`src/rtl/udp_sweep_pkg.sv`:
```
// Shared types and sizes for the truth-table sweeper.
// Vector count and index width follow from the 3-input block under sweep.
package udp_sweep_pkg;

  typedef enum logic [1:0] {
    IDLE   = 2'd0,
    SETTLE = 2'd1,
    SAMPLE = 2'd2,
    DONE   = 2'd3
  } state_t;

  localparam int NUM_VECTORS = 8;
  localparam int IDX_W       = 3;

endpackage

```
`src/rtl/sweep_settle_timer.sv`:
```
// Settle counter: load clears, en increments; expired flags the last settle cycle.
// Latency: expired is combinational from the registered count.
module sweep_settle_timer #(
  parameter int SETTLE_CYCLES = 2,
  parameter int CNT_W         = 4
) (
  input  logic clk,
  input  logic rst_n,
  input  logic load,
  input  logic en,
  output logic expired
);

  logic [CNT_W-1:0] cnt;

  always_ff @(posedge clk or negedge rst_n) begin
    if (!rst_n) begin
      cnt <= '0;
    end else if (load) begin
      cnt <= '0;
    end else if (en) begin
      cnt <= cnt + CNT_W'(1);
    end
  end

  assign expired = (cnt == CNT_W'(SETTLE_CYCLES - 1));

endmodule

```
`src/rtl/udp_truth_sweeper.sv`:
```
// Drives all eight x/y/z vectors into a 3-input logic block, samples f after a
// programmable settle time, and compares the captured truth table with a golden one.
module udp_truth_sweeper
  import udp_sweep_pkg::*;
#(
  parameter int SETTLE_CYCLES = 2,
  parameter int CNT_W         = 4
) (
  input  logic       clk,
  input  logic       rst_n,
  input  logic       start,
  input  logic [7:0] expected,
  input  logic       f,
  output logic       x,
  output logic       y,
  output logic       z,
  output logic       busy,
  output logic       done,
  output logic [7:0] table_out,
  output logic       pass,
  output logic [7:0] mismatch
);

  state_t           state;
  logic [IDX_W-1:0] idx;
  logic [7:0]       exp_q;
  logic [7:0]       table_nxt;
  logic             load;
  logic             en;
  logic             expired;

  assign load = ((state == IDLE) && start) || (state == SAMPLE);
  assign en   = (state == SETTLE);

  sweep_settle_timer #(
    .SETTLE_CYCLES(SETTLE_CYCLES),
    .CNT_W        (CNT_W)
  ) u_timer (
    .clk    (clk),
    .rst_n  (rst_n),
    .load   (load),
    .en     (en),
    .expired(expired)
  );

  // Table with the current sample merged in, so the verdict can be registered
  // on the same edge that captures the last bit.
  always_comb begin
    table_nxt      = table_out;
    table_nxt[idx] = f;
  end

  always_ff @(posedge clk or negedge rst_n) begin
    if (!rst_n) begin
      state     <= IDLE;
      idx       <= '0;
      exp_q     <= '0;
      busy      <= 1'b0;
      done      <= 1'b0;
      table_out <= '0;
      pass      <= 1'b0;
      mismatch  <= '0;
    end else begin
      done <= 1'b0;
      case (state)
        IDLE: begin
          if (start) begin
            exp_q     <= expected;
            table_out <= '0;
            pass      <= 1'b0;
            mismatch  <= '0;
            idx       <= '0;
            busy      <= 1'b1;
            state     <= SETTLE;
          end
        end
        SETTLE: begin
          if (expired) state <= SAMPLE;
        end
        SAMPLE: begin
          table_out <= table_nxt;
          if (idx == IDX_W'(NUM_VECTORS - 1)) begin
            done     <= 1'b1;
            pass     <= (table_nxt == exp_q);
            mismatch <= table_nxt ^ exp_q;
            state    <= DONE;
          end else begin
            idx   <= idx + IDX_W'(1);
            state <= SETTLE;
          end
        end
        DONE: begin
          // Park the block inputs at 000 while idle.
          busy  <= 1'b0;
          idx   <= '0;
          state <= IDLE;
        end
        default: state <= IDLE;
      endcase
    end
  end

  assign x = idx[2];
  assign y = idx[1];
  assign z = idx[0];

endmodule

```
`config.mk`:
```
export PLATFORM = sky130hd
export DESIGN_NAME = udp_truth_sweeper
export DESIGN_NICKNAME = d
export VERILOG_FILES = /design/src/rtl/udp_sweep_pkg.sv /design/src/rtl/sweep_settle_timer.sv /design/src/rtl/udp_truth_sweeper.sv
export SDC_FILE = /design/constraint.sdc
export NUM_CORES = 1
export LEC_CHECK = 0
export BUFFER_PORTS_ARGS = -buffer_cell sky130_fd_sc_hd__buf_2
export CAP_MARGIN = 20
export CORE_ASPECT_RATIO = 1.2
export CORE_MARGIN = 3
export CORE_UTILIZATION = 41
export CTS_CLUSTER_SIZE = 20
export DETAILED_ROUTE_END_ITERATION = 10
export MAX_ROUTING_LAYER = met4
export PLACE_DENSITY = 0.62
export RECOVER_POWER = 25
export SYNTH_ARGS = -nofsm -noshare
export SYNTH_HDL_FRONTEND = slang
export SYNTH_HIERARCHICAL = 1
export SYNTH_SLANG_ARGS = --single-unit
```
`constraint.sdc`:
```
create_clock -name clk -period 1.6 [get_ports clk]
set_input_delay 0.08 -clock clk [delete_from_list [all_inputs] [get_ports clk]]
set_output_delay 0.08 -clock clk [all_outputs]
set_load 0.005 [all_outputs]
```
==> impl_metrics.tcl <==
set metrics [dict create \
    grt_max_degree 37 \
    vias_per_cell 5.081 \
    worstPathArrival_ps 1990 \
    total_power_uw 3561 \
    switching_share 0.3343 \
    p_seq_frac 0.367 \
    crit_path_end_kind "flop" \
    grt_pass1_vias 1502 \
    tightestPinTransition_ps 866.2 \
    period_share 1.098 \
    layout-drive-gt1-share 0.4424 \
    root_buffer "clkbuf_8" \
    overflow 0 \
    cts_buffer_depth 2 \
    setup_violations 6 \
    ios 34 \
    slowest_stage "dfrtp_2" \
    fp.dieH_um 77.35 \
    ys_seq_elements 36 \
    antenna_found_initial 0 \
    fmaxAchievable_mhz 569.0 \
    cp.depth 5 \
    wirelength_um 4004 \
    die_w_um 65.46 \
    ys_types 37 \
    yosysWarnings 6 \
    cts_sinks 36 \
    fin_crit_ps 1758 \
    comb_power_share 0.412 \
    power.switching_uw 1191 \
    dieArea_um2 5063 \
    fin_nets 232 \
    finalMaxSlewViolations 0 \
    wl_per_cell_um 14.77 \
    final_util 0.5869 \
    crit_type "flop to flop" \
    grt_pass1_wl_um 6796 \
    path_clk_slew_ps 80 \
    drc_errors 0 \
    setup_ws_ps -157.5 \
    start_util 0.4344 \
    htree_levels 2 \
    violations "setup timing" \
    worstPathCellList "or3b_4 -> mux2i_2 -> xnor2_1 -> nor4_2 -> a32o_1" \
    core_um2 4004 \
    dpl.hpwl_um 2915 \
    powerDensity_nw_per_um2 1515 \
    n_antenna_cell 0 \
    io_buffers 33 \
    worstPathRequired_ps 1830 \
    synth_nets 169 \
    ff2ff_setup_slack_ps -160 \
    status "finished, violations left" \
    track_usage 0.1792 \
    drt_pass1_iterations 4 \
    path_max_fanout 7 \
    fin_worst_skew_ps 5.796 \
    hold_viol_final 0 \
    postSynthAreaPerCell_um2 11.37 \
    hold_path_depth 2 \
    syn_inst 153 \
    cts_tree "done" \
    hold_class "input port to flop" \
    p_int_uw 2370 \
    rr_worst_depth 5 \
    path_delay_family "simple AND/OR/NAND/NOR gates" \
    power_frac_clock 0.221 \
    area_delta_synth_final_pct 35.11 \
    placementRows 25 \
    vias 1377 \
    gpl.final_weighted_congestion 0.8379 \
    drt_iter0_drc 55 \
    vdd_drop_max_v 0.0009259 \
    cp_slowest_stage_delay_ps 450 \
    nFillCells 360 \
    ant_nets 0 \
    clk-insertion-delay-late_ps 290 \
    path_buf_inv 0 \
    synth_area_um2 1739 \
    p_leak_uw 0.001166 \
    max_slew_margin 0.4226 \
    cts_buffers 5 \
    rsz0062_at_grt "true" \
    startpoint_type "flop" \
    max_cap_violations 0 \
    ys_seq_area_frac 0.5180 \
]
## registers in the layout (all words and copies together), names as in the netlist
name and count:
exp_q 8, mismatch 8, table_out 8, u_timer/cnt 4, idx 3, state 2
busy 1, done 1, pass 1
## cell families after synthesis
group                    synth area share
adder cells (fa/ha/maj)           0.02878
flip-flops                         0.5180
AND/OR/NAND/NOR                    0.1122
buffers and inverters             0.04100
AO/OA/AOI/OAI                      0.1317
multiplexers                       0.1180
XOR/XNOR                          0.05036
## cell usage after synthesis (all sizes together)
cell type | count | area share
clkinv | 1 | 0.0022
o31ai | 1 | 0.0043
and3 | 2 | 0.0072
nor3b | 1 | 0.0043
clkbuf | 4 | 0.0086
ha | 4 | 0.029
nor2b | 1 | 0.0036
nand3 | 2 | 0.0058
nor3 | 1 | 0.0029
nor2 | 6 | 0.013
o21ai | 8 | 0.023
dfrtp | 36 | 0.52
xnor2 | 9 | 0.045
inv | 7 | 0.015
a32o | 1 | 0.0058
a22o | 8 | 0.040
a21oi | 10 | 0.029
nand2 | 9 | 0.019
or3b | 3 | 0.017
mux2i | 10 | 0.058
xor2 | 1 | 0.0050
a21bo | 1 | 0.0058
nand2b | 1 | 0.0036
nor4 | 2 | 0.011
nand3b | 4 | 0.017
buf | 3 | 0.015
nand4 | 1 | 0.0036
o22ai | 4 | 0.014
or2b | 1 | 0.0043
mux2 | 9 | 0.060
o2bb2ai | 1 | 0.0050
a21o | 1 | 0.0043
## cell type report
class / count / area [µm²] / share of cell area
Sequential cell: 36 / 904.6 / 0.3850
Multi-Input combinational cell: 102 / 837.1 / 0.3562
Timing Repair Buffer: 63 / 399.1 / 0.1699
Clock buffer: 5 / 68.82 / 0.02929
Tap cell: 54 / 67.56 / 0.02875
Clock inverter: 3 / 42.54 / 0.01810
Inverter: 8 / 30.03 / 0.01278
## path summary, 6_finish.rpt
path,startpoint,to
worst max-delay path,idx[0],pass
worst min-delay path,expected[6],exp_q[6]
worst max register to register,idx[0],pass
worst min register to register,state[0],busy
max in group asynchronous,rst_n,idx[1]
min in group asynchronous,rst_n,exp_q[0]
## cell usage in the layout, fill, tap and decap left out, types with 8 or more instances in the layout
| cell type | count |
|---|---|
| nand2_1 | 9 |
| buf_4 | 24 |
| a21oi_1 | 10 |
| mux2_2 | 8 |
| a22o_1 | 8 |
| dfrtp_1 | 33 |
| buf_2 | 34 |
## layer usage
metal  track usage  wire length (µm)  vias up  part of all wire
met3       0.04342               157        2             0.039
li1              -                 -      667                 -
met5             -                 0        -                 0
met4       0.06639                24        0            0.0060
met2        0.3121              2191       26              0.55
met1        0.1955              1630      682              0.41
## metrics by stage
step	hold WS (ps)	cell area [µm²]	cells	setup TNS [ps]	setup slack (ps)
6_report	21.76	2350	271	-376.1	-157.5
5_1_grt	10.98	2350	271	-936.5	-256.6
4_1_cts	11.36	2295	270	-287.0	-137.2
3_5_place_dp	147.5	2108	256	-1002	-227.4
3_3_place_gp	145.3	2108	256	-459.0	-140.3
2_1_floorplan	-215.6	1752	153	-184.9	-117.5
## power groups by stage
stage / clock network (µW) / registers (µW) / logic, µW
2_1_floorplan: 0 / 1260 / 870
3_3_place_gp: 0 / 1320 / 1260
3_5_place_dp: 0 / 1330 / 1300
4_1_cts: 812 / 1300 / 1410
5_1_grt: 852 / 1340 / 1620
6_report: 787 / 1310 / 1470
## timing repair
item	4_1_cts	5_1_grt
setup buffers	4	1
pin swaps	4	6
resized for setup	11	8
setup endpoints to repair	9	9
cloned	1	0
endpoints found under the hold margin	36	0
hold buffers	1	0
(Power assumes the default switching activity.)
